$ cat src/rtl/fir_mac_sequencer.sv
// fir_mac_sequencer
//   Shares one multiply-accumulate unit across all channels and taps of a
//   decimating multi-channel FIR. Input beats are written into a circular
//   sample RAM. Every DECIM accepted beats a compute pass of
//   CHANNELS*TAP_COUNT MAC operations is issued, one per cycle.
//   Channel is the outer loop and tap the inner loop.
//
// Ports
//   clk, nrst          clock, asynchronous active-low reset
//   en                 enable: gates s_tready and new pass launches
//   s_tvalid/s_tready  input beat handshake
//   buf_we/buf_waddr   sample RAM write strobe / address
//   mac_en             MAC op valid this cycle
//   mac_clr/mac_last   first / last tap of a channel
//   samp_zero          force sample operand to 0 (history not yet written)
//   samp_raddr         sample RAM read address, (base - k) mod DEPTH
//   coef_addr          coefficient ROM address (tap k)
//   ch_sel             lane select within the sample word
//   out_valid/out_ch   accumulated channel result valid, MAC_LAT after mac_last
//   busy               pass in progress
//
// Optional build macro FIR_SEQ_PERF_EN adds:
//   stall_cnt          cycles with s_tvalid && !s_tready (saturating)
//   pass_cnt           number of pass starts (wrapping)

module fir_mac_sequencer #(
   parameter int unsigned CHANNELS  = 16,
   parameter int unsigned TAP_COUNT = 120,
   parameter int unsigned DECIM     = 8,
   parameter int unsigned DEPTH     = 128,
   parameter int unsigned MAC_LAT   = 3
) (
   input  logic                         clk,
   input  logic                         nrst,
   input  logic                         en,
   input  logic                         s_tvalid,
   output logic                         s_tready,
   output logic                         buf_we,
   output logic [$clog2(DEPTH)-1:0]     buf_waddr,
   output logic                         mac_en,
   output logic                         mac_clr,
   output logic                         mac_last,
   output logic                         samp_zero,
   output logic [$clog2(DEPTH)-1:0]     samp_raddr,
   output logic [$clog2(TAP_COUNT)-1:0] coef_addr,
   output logic [$clog2(CHANNELS)-1:0]  ch_sel,
   output logic                         out_valid,
   output logic [$clog2(CHANNELS)-1:0]  out_ch,
`ifdef FIR_SEQ_PERF_EN
   output logic [31:0]                  stall_cnt,
   output logic [31:0]                  pass_cnt,
`endif
   output logic                         busy
);

   localparam int unsigned AW = $clog2(DEPTH);
   localparam int unsigned KW = $clog2(TAP_COUNT);
   localparam int unsigned HW = $clog2(CHANNELS);
   localparam int unsigned PW = (DECIM > 1) ? $clog2(DECIM) : 1;
   localparam int unsigned FW = $clog2(TAP_COUNT + 1);
   localparam int unsigned SW = HW + 1;

   localparam logic [AW-1:0] ADDR_LAST = AW'(DEPTH - 1);
   localparam logic [KW-1:0] K_LAST    = KW'(TAP_COUNT - 1);
   localparam logic [HW-1:0] CH_LAST   = HW'(CHANNELS - 1);
   localparam logic [PW-1:0] PH_LAST   = PW'(DECIM - 1);
   localparam logic [FW-1:0] FILL_MAX  = FW'(TAP_COUNT);

   if (DEPTH < TAP_COUNT + DECIM) begin : g_depth_chk
      $error("fir_mac_sequencer: DEPTH must be >= TAP_COUNT + DECIM");
   end
   if (MAC_LAT < 1) begin : g_lat_chk
      $error("fir_mac_sequencer: MAC_LAT must be >= 1");
   end

   typedef enum logic {
      IDLE,
      RUN
   } state_t;

   state_t        state;
   logic          rdy;          // low only until the first clock after reset
   logic [AW-1:0] wr_ptr;
   logic [PW-1:0] phase;
   logic [FW-1:0] fill;
   logic          pending;
   logic [AW-1:0] pend_base;
   logic [FW-1:0] pend_fill;
   logic [AW-1:0] run_base;
   logic [FW-1:0] run_fill;

   logic          hs;
   logic          trig;
   logic          last_op;
   logic [FW-1:0] fill_inc;
   logic [KW-1:0] k_next;
   logic          start;
   logic [AW-1:0] start_base;
   logic [FW-1:0] start_fill;

   assign s_tready  = en & ~pending & rdy;
   assign hs        = s_tvalid & s_tready;
   assign buf_we    = hs;
   assign buf_waddr = wr_ptr;
   assign trig      = hs & (phase == PH_LAST);
   assign busy      = (state == RUN);
   assign last_op   = (state == RUN) && (ch_sel == CH_LAST) && (coef_addr == K_LAST);
   assign fill_inc  = (fill == FILL_MAX) ? fill : fill + 1'b1;
   assign k_next    = coef_addr + 1'b1;

   // A waiting pass has priority at end of pass; otherwise a trigger landing
   // on the final op starts directly without going through pending.
   always_comb begin
      start      = 1'b0;
      start_base = wr_ptr;
      start_fill = fill_inc;
      if (state == IDLE) begin
         start = trig;
      end else if (last_op) begin
         if (pending) begin
            start      = 1'b1;
            start_base = pend_base;
            start_fill = pend_fill;
         end else begin
            start = trig;
         end
      end
   end

   always_ff @(posedge clk or negedge nrst) begin
      if (!nrst) begin
         state      <= IDLE;
         rdy        <= 1'b0;
         wr_ptr     <= '0;
         phase      <= '0;
         fill       <= '0;
         pending    <= 1'b0;
         pend_base  <= '0;
         pend_fill  <= '0;
         run_base   <= '0;
         run_fill   <= '0;
         mac_en     <= 1'b0;
         mac_clr    <= 1'b0;
         mac_last   <= 1'b0;
         samp_zero  <= 1'b0;
         samp_raddr <= '0;
         coef_addr  <= '0;
         ch_sel     <= '0;
      end else begin
         rdy <= 1'b1;

         if (hs) begin
            wr_ptr <= (wr_ptr == ADDR_LAST) ? '0 : wr_ptr + 1'b1;
            phase  <= (phase == PH_LAST) ? '0 : phase + 1'b1;
            fill   <= fill_inc;
         end

         if (start) begin
            state      <= RUN;
            run_base   <= start_base;
            run_fill   <= start_fill;
            pending    <= 1'b0;
            mac_en     <= 1'b1;
            mac_clr    <= 1'b1;
            mac_last   <= (K_LAST == '0);
            samp_zero  <= (start_fill == '0);
            samp_raddr <= start_base;
            coef_addr  <= '0;
            ch_sel     <= '0;
         end else if (last_op) begin
            state      <= IDLE;
            mac_en     <= 1'b0;
            mac_clr    <= 1'b0;
            mac_last   <= 1'b0;
            samp_zero  <= 1'b0;
            samp_raddr <= '0;
            coef_addr  <= '0;
            ch_sel     <= '0;
         end else if (state == RUN) begin
            if (coef_addr == K_LAST) begin
               coef_addr  <= '0;
               ch_sel     <= ch_sel + 1'b1;
               samp_raddr <= run_base;
               mac_clr    <= 1'b1;
               mac_last   <= (K_LAST == '0);
               samp_zero  <= (run_fill == '0);
            end else begin
               coef_addr  <= k_next;
               ch_sel     <= ch_sel;
               samp_raddr <= (samp_raddr == '0) ? ADDR_LAST : samp_raddr - 1'b1;
               mac_clr    <= 1'b0;
               mac_last   <= (k_next == K_LAST);
               samp_zero  <= (FW'(k_next) >= run_fill);
            end
         end

         // Trigger mid-pass: remember it; s_tready drops from next cycle on.
         if (trig && (state == RUN) && !last_op) begin
            pending   <= 1'b1;
            pend_base <= wr_ptr;
            pend_fill <= fill_inc;
         end
      end
   end

   // mac_last/ch_sel delay line: newest stage in the low bits.
   logic [MAC_LAT*SW-1:0] dly;
   logic [MAC_LAT*SW-1:0] dly_next;

   if (MAC_LAT > 1) begin : g_dly_multi
      assign dly_next = {dly[(MAC_LAT-1)*SW-1:0], mac_last, ch_sel};
   end else begin : g_dly_one
      assign dly_next = {mac_last, ch_sel};
   end

   always_ff @(posedge clk or negedge nrst) begin
      if (!nrst) begin
         dly <= '0;
      end else begin
         dly <= dly_next;
      end
   end

   assign out_valid = dly[MAC_LAT*SW-1];
   assign out_ch    = dly[MAC_LAT*SW-2 -: HW];

`ifdef FIR_SEQ_PERF_EN
   always_ff @(posedge clk or negedge nrst) begin
      if (!nrst) begin
         stall_cnt <= '0;
         pass_cnt  <= '0;
      end else begin
         if (s_tvalid && !s_tready && (stall_cnt != '1)) begin
            stall_cnt <= stall_cnt + 1'b1;
         end
         if (start) begin
            pass_cnt <= pass_cnt + 1'b1;
         end
      end
   end
`endif

endmodule

$ cat config.mk
export PLATFORM = sky130hd
export DESIGN_NAME = fir_mac_sequencer
export DESIGN_NICKNAME = d
export VERILOG_FILES = /design/src/rtl/fir_mac_sequencer.sv
export SDC_FILE = /design/constraint.sdc
export NUM_CORES = 1
export LEC_CHECK = 0
export CAP_MARGIN = 20
export CORE_MARGIN = 3
export CORE_UTILIZATION = 57
export CTS_CLUSTER_DIAMETER = 80
export DETAILED_ROUTE_END_ITERATION = 8
export PLACE_DENSITY = 0.85
export SLEW_MARGIN = 20
export SYNTH_ARGS = -nofsm -noshare
export SYNTH_HDL_FRONTEND = slang
export SYNTH_SLANG_ARGS = --single-unit
$ cat constraint.sdc
create_clock -name clk -period 2.8 [get_ports clk]
set_input_delay 0.56 -clock clk [delete_from_list [all_inputs] [get_ports clk]]
set_output_delay 0.56 -clock clk [all_outputs]
set_load 0.02 [all_outputs]
-- After elaboration in Yosys (flattened, before gate mapping)
Index checks and enable logic that the tools add are counted.
Widths: inputs -> output; s select.
- register bits after elaboration: 84
- input bits: 4
- output and inout bits: 37
- word-level logic and storage cells: 89
- add/subtract/negate cells: 6
- order comparisons: 1
- equality and inequality tests: 6
- muxes and demuxes: 41
- bitwise logic cells: 5
- reduce and logical (&&, ||, !) cells: 13
- operators with widths (cell ; count):
    $mux 7 ; 17
    $eq 7x7->1 const B ; 4
    $add 7x1->7 const B ; 3
    $logic_not 7->1 ; 3
    $mux 1 ; 19
    $mux 4 ; 4
    $ge 7x7->1 ; 1
    $sub 7x1->7 const B ; 1
    $reduce_bool 3->1 ; 2
    $add 4x1->4 const B ; 1
    $and 1x1->1 ; 4
    $eq 4x4->1 const B ; 1
    $logic_and 1x1->1 ; 4
    $reduce_bool 2->1 ; 2
    $add 3x1->3 const B ; 1
    $eq 3x3->1 const B ; 1
    $mux 3 ; 1
    $reduce_and 2->1 ; 1
    $logic_not 1->1 ; 1
    $not 1->1 ; 1

-- Depth between registers and ports, before layout
- depth after elaboration: 10
- mapped depth: 10
- mapped depth without buffers: 10

-- Least setup slack after synthesis
Ideal clock, no wire load.
- path kind: reg2reg
- start: register coef_addr[0]
- end: register samp_raddr[0]
- setup time: 0.087 ns
- arrival: 2.137 ns
- data required time: 2.713 ns
- setup slack: 0.576 ns
- cell stages (with the launch flop): 8
- path buffers: 0
- clock period less this slack: 2.224 ns
- path through: dfrtp_1 > ha_1 > nand2_1 > or4_4 > a21oi_4 > a22o_4 > a311oi_1 > a22oi_1
- cells in the longest elaborated chain, start to end: 5
- elaborated cells between the ends (all ways): 11
- classes of those cells: 1 x eq/ne; 8 x mux; 2 x reduce/logical
- ends and longest elaborated chain (item ; RTL line ; text):
    start: declaration ; 45 ; output logic [$clog2(TAP_COUNT)-1:0] coef_addr,
    start signal: assignment ; 188 ; coef_addr <= k_next;
    $eq 7x7->1 * ; 107, 180 ;
    $mux 7 / $logic_and 1x1->1 (equally long branches) ; 180, 107 ;
    $mux 7, or another cell as far along ; 179 ; end else if (state == RUN) begin
    $mux 7, or another cell as far along ; 170 ; end else if (last_op) begin
    $mux 7 / $reduce_bool 3->1 (equally long branches) ; - ;
    end signal: assignment ; 167 ; samp_raddr <= start_base;
    end signal: assignment ; 183 ; samp_raddr <= run_base;
    end signal: assignment ; 190 ; samp_raddr <= (samp_raddr == '0) ? ADDR_LAST : samp_raddr - 1'b1;
    end: declaration ; 44 ; output logic [$clog2(DEPTH)-1:0] samp_raddr,
Every way passes the cells marked *; elsewhere a longest branch is shown, timed or not. The select of a mux whose other input is x is not followed.
A chain may end at the register's enable or synchronous reset.

-- Final worst setup path
- start: input en
- end: output buf_we
- cells in the longest elaborated chain, start to end: 3
- ends and longest elaborated chain (item ; RTL line ; text):
    start: declaration ; 35 ; input logic en,
    $and 1x1->1 (2 in a row) ; 101 ; assign s_tready = en & ~pending & rdy;
    $and 1x1->1 ; 102 ; assign hs = s_tvalid & s_tready;
    end: declaration ; 38 ; output logic buf_we,
No other way between the ends.

==> results.toml <==
[routing]
m1WireLength_um = 3720
finalWirelength_um = 8400
first_pass_iters = 5
wl_met3_um = 480
drcViolationCount = 0
first_iter_violations = 175
top_layer_used = "met4"
routedWlPerCell_um = 15.1
routed-wl-met2_um = 4110
vias = 3127
viasPerCell = 5.63
postRouteAntennaNets = 0

[critical_path]
cp.buffers_inverters = 3
slowest_delay_ps = 640
cp.required_ps = 2240
worstRegToRegCells = 7
crit_type = "in2out"
crit_top_cell = "clkdlybuf4s50_1"
crit_path_cell_trace = "clkdlybuf4s50_1 -> and3b_1 -> nand2_2 -> inv_2 -> clkdlybuf4s50_1"
critPathMaxFanout = 10
endpoint_kind = "output pin"
crit_arrival_ps = 2070
crit_family = "buffers and inverters"
cp-start-kind = "primary input"
worst-path-stages = 5
cp_slowest_cell = "clkdlybuf4s50_1"

[die]
row_count = 30
die_area_um2 = 8130
pin_count = 41
initial_core_util_pct = 59.1
fp.dieH_um = 90.2
core_um2 = 6830
die_w_um = 90.2

[clock_tree]
cts_root_buffer = "clkbuf_8"
post_cts_buffers = 0
clk_latency_ps = 350
numCtsBuffers = 9
htree_levels = 3
cts_max_path_buffers = 2
cts_tree = "yes"
postCtsHoldBufs = 0
clock-sinks = 84
path_clk_slew_ps = 80
post_cts_resized = 0

[yosys]
synth_fp_nets = 430
synth-seq-cells = 84
synth_edf_count = 0
synth_warnings = 0
yosysUniqueCellTypes = 52
synth_ff_type = "dfrtp_1"
async_reset_ff_share_pct = 100
synth_top_area_share_pct = 52.1
yosysSeqAreaShare_pct = 52.1
synthesis.area_um2 = 4040
synth.avg_cell_area_um2 = 9.82
synth_cells = 411
yosysTopAreaCell = "dfrtp_1"
synth.area.top_cells = "dfrtp_1, nand2_1, ha_1, o21ai_0, xor2_1"

[placement]
placed_cells = 539
gp_congestion = 0.850
io_buffers = 40
hpwl_um = 5980
dp_slack_ps = 186

[global_route]
antenna_found_initial = 0
grt_max_degree = 52
grt.total_usage_pct = 21.9
grt_pass1_wl_um = 14500
overflow = 0
grt_pass1_vias = 3032

[timing]
worst_slew_pin_slew_ps = 894
rsz0062_at_grt = "no"
slew_viol_final = 0
setup_ws_ps = 170
relSlewSlack_pct = 40.4
fin_setup_tns_ps = 0
fmax_mhz = 380
skew_ps = 8.33
hold_violations = 0
hold_ws_ps = 231
fin_crit_ps = 2630
setup_viol_count_final = 0
period_share_pct = 93.9

[layout]
drive_gt1_share_pct = 8.50
n_antenna_cell = 0
nets = 473
syn2layout_area_growth_pct = 17.0
finalNonFillerCells = 555

[power]
vdd_drop_max_v = 0.000466
p_total_w = 0.00275
p_per_area_nw_per_um2 = 583
p_leak_nw = 2.19

[job]
cap_violations = 0

[hold_path]
min_path_type = "in2async"

[status]
outcome = "complete, no violations"
-- path summary, 6_finish.rpt --
kind                                          start                       end  slack (ps)
setup / recovery                                 en                    buf_we         170
hold / removal                                 nrst      mac_last$_DFFE_PN0P_         230
setup reg to reg           coef_addr[0]$_DFFE_PN0P_     samp_zero$_DFFE_PN0P_         370
hold reg to reg                    dly[0]$_DFF_PN0_          dly[5]$_DFF_PN0_         350
max in group asynchronous                      nrst  pend_base[4]$_DFFE_PN0P_        1880
min in group clk                   dly[0]$_DFF_PN0_          dly[5]$_DFF_PN0_         350
-- layout make-up --
cell class                      instances  area (um2)
Timing Repair Buffer                   49         465
Inverter                               13        48.8
Tap cell                               96         120
Fill cell                             542        2110
Clock buffer                           11         151
Multi-Input combinational cell        297        1800
Sequential cell                        84        2100
Clock inverter                          5        36.3
-- cells by family (layout without fill, tap and decap cells) --
group | Yosys count | in the layout | synth area share, %
adder cells (fa/ha/maj) | 16 | 16 | 4.90
other | 1 | 1 | 0.0929
buffers and inverters | 30 | 78 | 3.38
AO/OA/AOI/OAI | 84 | 84 | 12.9
AND/OR/NAND/NOR | 162 | 162 | 19.0
flip-flops | 84 | 84 | 52.1
multiplexers | 9 | 9 | 2.29
XOR/XNOR | 25 | 25 | 5.42
-- cell usage after synthesis (all sizes together), types with 2 or more instances --
master / instances
and3: 3
nand3: 18
nand2: 81
xor2: 15
a31oi: 2
nor3: 8
or2: 2
nor4: 4
or4: 2
clkbuf: 8
dfrtp: 84
nand2b: 5
a22oi: 8
a21o: 5
xnor2: 10
and4: 3
buf: 9
a32o: 3
mux2i: 7
o21ai: 38
mux2: 2
a211oi: 2
o22ai: 2
or3: 2
nor2: 24
nand4: 3
nand4b: 2
ha: 15
a21oi: 18
inv: 13
o31ai: 2
-- where the power goes --
part           total, W  switching [W]  leakage, nW  internal [W]
clock network  0.000791       0.000419       0.0993      0.000372
logic          0.000486       0.000272         1.03      0.000214
registers       0.00148       0.000146         1.06       0.00133
-- through the flow --
step                cell area (um2)  util, %
floorplan                      4040        -
global placement               4530     66.4
detailed placement             4530     66.4
CTS                            4720     69.1
global route                   4720     69.1
finish                         4720     69.1
-- state kept, by name, indices dropped and copies added, names as in the netlist, 3 cells and up --
signal and cells:
buf_waddr 7, ch_sel 4, coef_addr 7, dly 15, fill 7, pend_base 7
pend_fill 7, phase 3, run_base 7, run_fill 7, samp_raddr 7
-- per-layer routing --
metal / up-vias / global-route usage [%]
li1: 1507 / -
met4: 0 / 5.48
met5: - / 0
met3: 12 / 5.61
met2: 91 / 36.2
met1: 1517 / 29.0
-- cells in the final DEF, fill, tap and decap left out, types with 3 or more instances in the layout --
master and count:
nand4_1 3, clkdlybuf4s50_1 39, mux2i_1 7, ha_1 15
a22oi_1 8, clkinv_4 3, a21o_1 5, inv_1 12
nand2b_1 5, a32o_1 3, dfrtp_1 84, nor2_1 23
a21oi_1 17, and4_1 3, nor4_1 4, o21ai_0 37
nor3_1 8, nand3_1 18, buf_4 10, xor2_1 15
nand2_1 78, and3_1 3, clkbuf_8 11, xnor2_1 10
(Power assumes the default switching activity.)
